[src/rtl/cla_pipe_adder.sv]
// Two-stage pipelined carry-lookahead adder/subtractor.
// S1 registers the effective operands; S2 resolves group and in-group carries
// and registers the sum plus word-level flags. Valid/ready handshake on both sides.
module cla_pipe_adder #(
  parameter int unsigned WIDTH = 16
) (
  input  logic             clk,
  input  logic             rst,
  input  logic             in_valid,
  output logic             in_ready,
  input  logic [WIDTH-1:0] a,
  input  logic [WIDTH-1:0] b,
  input  logic             cin,
  input  logic             sub,
  output logic             out_valid,
  input  logic             out_ready,
  output logic [WIDTH-1:0] sum,
  output logic             cout,
  output logic             ovf,
  output logic             zero,
  output logic             pg,
  output logic             gg
);

  localparam int NG = int'(WIDTH) / 4;

  if (WIDTH < 4 || (WIDTH % 4) != 0) begin : g_bad_width
    $error("cla_pipe_adder: WIDTH must be a multiple of 4 and at least 4");
  end

  // Stage 1 state
  logic             s1_valid_q;
  logic [WIDTH-1:0] s1_a_q;
  logic [WIDTH-1:0] s1_b_q;
  logic             s1_c0_q;

  // Stage 2 state
  logic             out_valid_q;
  logic [WIDTH-1:0] sum_q;
  logic             cout_q, ovf_q, zero_q, pg_q, gg_q;

  logic s2_load;
  logic in_xfer;

  // Stage 2 can take S1 whenever it is empty or being drained this cycle
  assign s2_load  = s1_valid_q && (!out_valid_q || out_ready);
  assign in_ready = !s1_valid_q || s2_load;
  assign in_xfer  = in_valid && in_ready;

  // S1 register: capture subtract-adjusted operands on an input transfer
  always_ff @(posedge clk or posedge rst) begin
    if (rst) begin
      s1_valid_q <= 1'b0;
      s1_a_q     <= '0;
      s1_b_q     <= '0;
      s1_c0_q    <= 1'b0;
    end else if (in_xfer) begin
      s1_valid_q <= 1'b1;
      s1_a_q     <= a;
      s1_b_q     <= sub ? ~b : b;
      s1_c0_q    <= sub ? ~cin : cin;
    end else if (s2_load) begin
      s1_valid_q <= 1'b0;
    end
  end

  logic [WIDTH-1:0] p, g;
  logic [NG-1:0]    grp_p, grp_g;

  assign p = s1_a_q ^ s1_b_q;
  assign g = s1_a_q & s1_b_q;

  // 4-bit group propagate/generate
  always_comb begin
    grp_p = '0;
    grp_g = '0;
    for (int j = 0; j < NG; j++) begin
      grp_p[j] = &p[4*j +: 4];
      grp_g[j] = g[4*j+3]
               | (p[4*j+3] & g[4*j+2])
               | (p[4*j+3] & p[4*j+2] & g[4*j+1])
               | (p[4*j+3] & p[4*j+2] & p[4*j+1] & g[4*j]);
    end
  end

  logic [NG:0] gcarry;
  logic        word_g;
  logic        grun;

  // Second-level lookahead: each group carry as a flat sum of products over lower groups
  always_comb begin
    gcarry = '0;
    word_g = 1'b0;
    grun   = 1'b0;
    for (int j = 0; j <= NG; j++) begin
      grun = 1'b1;
      for (int k = j - 1; k >= 0; k--) begin
        gcarry[j] = gcarry[j] | (grun & grp_g[k]);
        grun      = grun & grp_p[k];
      end
      gcarry[j] = gcarry[j] | (grun & s1_c0_q);
    end
    // Word generate is the same top-level expansion with the carry-in forced low
    grun = 1'b1;
    for (int k = NG - 1; k >= 0; k--) begin
      word_g = word_g | (grun & grp_g[k]);
      grun   = grun & grp_p[k];
    end
  end

  logic [WIDTH:0] carry;
  logic           brun;

  // In-group lookahead from each group's carry-in; carry[i] is the carry into bit i
  always_comb begin
    carry = '0;
    brun  = 1'b0;
    for (int j = 0; j < NG; j++) begin
      for (int i = 0; i < 4; i++) begin
        brun = 1'b1;
        for (int k = i - 1; k >= 0; k--) begin
          carry[4*j+i] = carry[4*j+i] | (brun & g[4*j+k]);
          brun         = brun & p[4*j+k];
        end
        carry[4*j+i] = carry[4*j+i] | (brun & gcarry[j]);
      end
    end
    carry[WIDTH] = gcarry[NG];
  end

  logic [WIDTH-1:0] sum_d;
  assign sum_d = p ^ carry[WIDTH-1:0];

  // S2 register: load from S1, or retire the held result on an output transfer
  always_ff @(posedge clk or posedge rst) begin
    if (rst) begin
      out_valid_q <= 1'b0;
      sum_q       <= '0;
      cout_q      <= 1'b0;
      ovf_q       <= 1'b0;
      zero_q      <= 1'b0;
      pg_q        <= 1'b0;
      gg_q        <= 1'b0;
    end else if (s2_load) begin
      out_valid_q <= 1'b1;
      sum_q       <= sum_d;
      cout_q      <= carry[WIDTH];
      ovf_q       <= carry[WIDTH-1] ^ carry[WIDTH];
      zero_q      <= (sum_d == '0);
      pg_q        <= &p;
      gg_q        <= word_g;
    end else if (out_valid_q && out_ready) begin
      out_valid_q <= 1'b0;
    end
  end

  assign out_valid = out_valid_q;
  assign sum       = sum_q;
  assign cout      = cout_q;
  assign ovf       = ovf_q;
  assign zero      = zero_q;
  assign pg        = pg_q;
  assign gg        = gg_q;

endmodule

[config.mk]
export PLATFORM = sky130hd
export DESIGN_NAME = cla_pipe_adder
export DESIGN_NICKNAME = d
export VERILOG_FILES = /design/src/rtl/cla_pipe_adder.sv
export SDC_FILE = /design/constraint.sdc
export NUM_CORES = 1
export LEC_CHECK = 0
export BUFFER_PORTS_ARGS = -buffer_cell sky130_fd_sc_hd__buf_2
export CORE_AREA = 5 5 88 130
export DETAILED_ROUTE_END_ITERATION = 10
export DIE_AREA = 0 0 93 135
export GPL_ROUTABILITY_DRIVEN = 1
export GPL_TIMING_DRIVEN = 1
export HOLD_SLACK_MARGIN = 0.12
export PLACE_DENSITY = 0.45
export REMOVE_ABC_BUFFERS = 1
export SLEW_MARGIN = 30
export SYNTH_ARGS = -nofsm -noshare
export SYNTH_HDL_FRONTEND = slang
export SYNTH_SLANG_ARGS = --single-unit
[constraint.sdc]
create_clock -name clk -period 3.95 [get_ports clk]
set_input_delay 0.1975 -clock clk [delete_from_list [all_inputs] [get_ports clk]]
set_output_delay 0.1975 -clock clk [all_outputs]
set_load 0.03 [all_outputs]
==> summary.json <==
{
  "run_status": {
    "status": "finished clean"
  },
  "clock_tree": {
    "ctsRootBufferMaster": "sky130_fd_sc_hd__clkbuf_16",
    "clock_tree.htree_level_count": 2,
    "cts.clk_slew.worst_paths_ns": 0.07,
    "worst_skew_pair.late_latency_ns": 0.29,
    "clock_sinks": 56,
    "ctsLongestPathBuffers": 2,
    "cts_inserted_buffers": 5,
    "clock_tree_from_tritoncts": "done"
  },
  "worst_setup_path": {
    "critical_path.max_stage_delay_ns": 0.49,
    "critical-path-slowest-cell": "sky130_fd_sc_hd__or4b_1",
    "timing.reg2reg.setup_slack_ns": 0.36,
    "critical_path_arrival_ns": 3.80,
    "end_kind": "flop",
    "cp_num_buf_inv": 2,
    "worstPathCellList": "ha_1, a21o_1, a221oi_2, inv_2, a21o_4, a21oi_2, inv_1, fa_1, nor4_2, nand2_1, or4_1, or4b_1, o31ai_2",
    "worst-path-max-fanout": 4,
    "critical_path_class": "flop to flop",
    "worst-endpoint-required_ns": 4.16,
    "cp-start-kind": "flop",
    "timing.critical_path.max_delay_family": "compound AO/OA/AOI/OAI gates"
  },
  "floorplanning": {
    "design.core.area_um2": 10100,
    "die_h_um": 135,
    "placement_rows": 45,
    "start_util_pct": 29.2,
    "die_area_um2": 12600,
    "fp.dieW_um": 93,
    "num_io_pins": 61
  },
  "cells_and_area": {
    "layout.core_utilization_pct": 35.7,
    "area_growth_pct": 22.1,
    "finish.net_count": 395,
    "antennaDiodeCount": 0,
    "layout-drive-gt1-share_pct": 32.2
  },
  "timing": {
    "tightestPinTransition_ns": 0.718,
    "post-route-min-period_ns": 3.59,
    "rsz0062_at_grt": "no",
    "timing.slew.headroom_pct": 52.1,
    "final-hold-violation-count": 0,
    "f_max_mhz": 279,
    "skew_ns": 0.00711,
    "final.period_utilization_pct": 90.9,
    "final_max_slew_viol_count": 0,
    "final.setup.tns_ns": 0,
    "report.final.setup_viol": 0,
    "holdWs_ns": 0.0875
  },
  "power_and_ir_drop": {
    "leakage_uw": 0.00168,
    "power-per-cell-area_nw_per_um2": 607,
    "peakVddDrop_v": 0.000206,
    "finalPower_uw": 2200
  },
  "synth": {
    "postSynthRegisterBits": 56,
    "synth_area_um2": 2960,
    "netlist-cell-type-count": 36,
    "yosysWarnings": 0,
    "postSynth.asyncResetShare_pct": 100,
    "synth_seq_area_share_pct": 47.3,
    "cells_after_synth": 273,
    "syn-mean-instance-area_um2": 10.8,
    "synth-edff-count": 0,
    "synth_ff_type": "sky130_fd_sc_hd__dfrtp_1"
  },
  "flow_run": {
    "timing.max_cap.violations": 0
  },
  "global_routing": {
    "grt_use_total_pct": 11.3,
    "grt_pass1_wl_um": 11100,
    "first_global_vias": 2290,
    "grt_start_max_net_pins": 57,
    "antenna_found_initial": 0,
    "grt_remaining_overflow": 0
  },
  "place": {
    "routability_cong": 0.718,
    "port_buffers": 60,
    "place_hpwl_um": 5120
  },
  "min_path": {
    "min_path_type": "input port to asynchronous set/reset pin"
  },
  "drt": {
    "initialDrtViolationCount": 54,
    "wire_per_inst_um": 14.4,
    "drt-pass1-iter-count": 4,
    "route.detailed.vias_per_inst": 4.71,
    "routed-via-count": 2145,
    "drtAntennaViolNets": 0,
    "post-route-drc-count": 0,
    "routed_wl_um": 6570
  }
}
## per-stage QoR
stage                     cell area (µm²)  setup slack [ns]  std cells
after floorplan                      2920             0.361        263
after global placement               3390             0.184        443
after detailed placement             3400             0.101        443
after CTS                            3550            0.0725        452
after global routing                 3620             0.122        455
final                                3620             0.360        455
## Yosys cell counts (4+ instances only)
master | n | area, µm²
sky130_fd_sc_hd__dfrtp_1 | 56 | 1400
sky130_fd_sc_hd__nand2_1 | 37 | 139
sky130_fd_sc_hd__o21ai_0 | 30 | 150
sky130_fd_sc_hd__mux2_2 | 25 | 282
sky130_fd_sc_hd__xnor2_1 | 22 | 193
sky130_fd_sc_hd__ha_1 | 16 | 200
sky130_fd_sc_hd__a21oi_1 | 10 | 50.1
sky130_fd_sc_hd__nor2_1 | 10 | 37.5
sky130_fd_sc_hd__a21o_1 | 9 | 67.6
sky130_fd_sc_hd__clkbuf_1 | 7 | 26.3
sky130_fd_sc_hd__xor2_1 | 5 | 43.8
sky130_fd_sc_hd__fa_1 | 4 | 80.1
## flip-flops by register name (all words and copies together) (netlist names)
register,flops
zero,1
pg,1
cout,1
s1_b_q,16
s1_valid_q,1
s1_c0_q,1
s1_a_q,16
ovf,1
out_valid,1
gg,1
sum,16
## tightest hold or removal path, delay by kind of cell
family / cells / cell delay [ns]
buffers and inverters: 3 / 0.68
## where the power goes
group	switching (µW)	internal [µW]	leakage (µW)
Sequential	91.9	721	0.000673
Clock	193	253	0.0000712
Combinational	563	374	0.000932
## layout make-up
| cell class | instances | area [µm²] |
|---|---|---|
| repair buffers | 67 | 355 |
| flip-flops and latches | 56 | 1400 |
| multi-input cells | 203 | 1550 |
| well taps | 117 | 146 |
| clock buffers | 8 | 146 |
| inverters | 4 | 15.0 |
| fillers | 1065 | 6520 |
## repair_timing
| item | CTS | global route |
|---|---|---|
| endpoints found under the setup margin | 0 | 1 |
| endpoints found under the hold margin | 1 | 0 |
| hold buffers | 1 | 0 |
| resized for setup | 0 | 5 |
| buffers inserted | 0 | 3 |
## routing by layer
metal / GRT usage (%) / part of all wire, % / vias up
li1: - / - / 1084
met1: 12.9 / 42 / 1015
met2: 19.9 / 51 / 40
met3: 2.56 / 4.9 / 6
met4: 4.89 / 2.0 / 0
met5: 0 / 0 / -
## cell usage in the layout (no fill, tap or decap), types with 2 or more instances in the layout
cell,netlist,layout
sky130_fd_sc_hd__buf_2,0,60
sky130_fd_sc_hd__dfrtp_1,56,56
sky130_fd_sc_hd__nand2_1,37,36
sky130_fd_sc_hd__o21ai_0,30,30
sky130_fd_sc_hd__mux2_2,25,25
sky130_fd_sc_hd__xnor2_1,22,22
sky130_fd_sc_hd__ha_1,16,14
sky130_fd_sc_hd__nor2_1,10,10
sky130_fd_sc_hd__a21oi_1,10,9
sky130_fd_sc_hd__a21o_1,9,8
sky130_fd_sc_hd__buf_4,0,6
sky130_fd_sc_hd__xor2_1,5,5
sky130_fd_sc_hd__clkbuf_16,0,5
sky130_fd_sc_hd__fa_1,4,4
sky130_fd_sc_hd__nand2b_1,3,3
sky130_fd_sc_hd__and2_1,3,3
sky130_fd_sc_hd__nand4_1,3,3
sky130_fd_sc_hd__nor2b_1,3,3
sky130_fd_sc_hd__o31ai_1,3,3
sky130_fd_sc_hd__and3_1,2,2
sky130_fd_sc_hd__a221oi_2,2,2
sky130_fd_sc_hd__inv_2,1,2
sky130_fd_sc_hd__inv_1,3,2
sky130_fd_sc_hd__nor3_1,2,2
sky130_fd_sc_hd__ha_4,0,2
sky130_fd_sc_hd__clkbuf_1,7,2
## path summary, 6_finish.rpt
kind | start | end | depth (start not counted)
worst max-delay path | s1_b_q[0] | zero | 13
worst min-delay path | rst | s1_a_q[15] | 3
worst max register to register | s1_b_q[0] | zero | 13
worst min register to register | sum[6] | sum[6] | 2
max in group asynchronous | rst | sum[3] | 3
min in group clk | a[6] | s1_a_q[6] | 2
## logic make-up after synthesis
logic type,Yosys count,synth area share [%]
compound gates,60,12.6
flops,56,47.3
mux,26,9.84
fa+ha+maj,20,9.46
buf+inv,14,1.77
simple gates,70,11.0
xor+xnor,27,7.98
No activity file was read; power rests on OpenSTA's default activity.
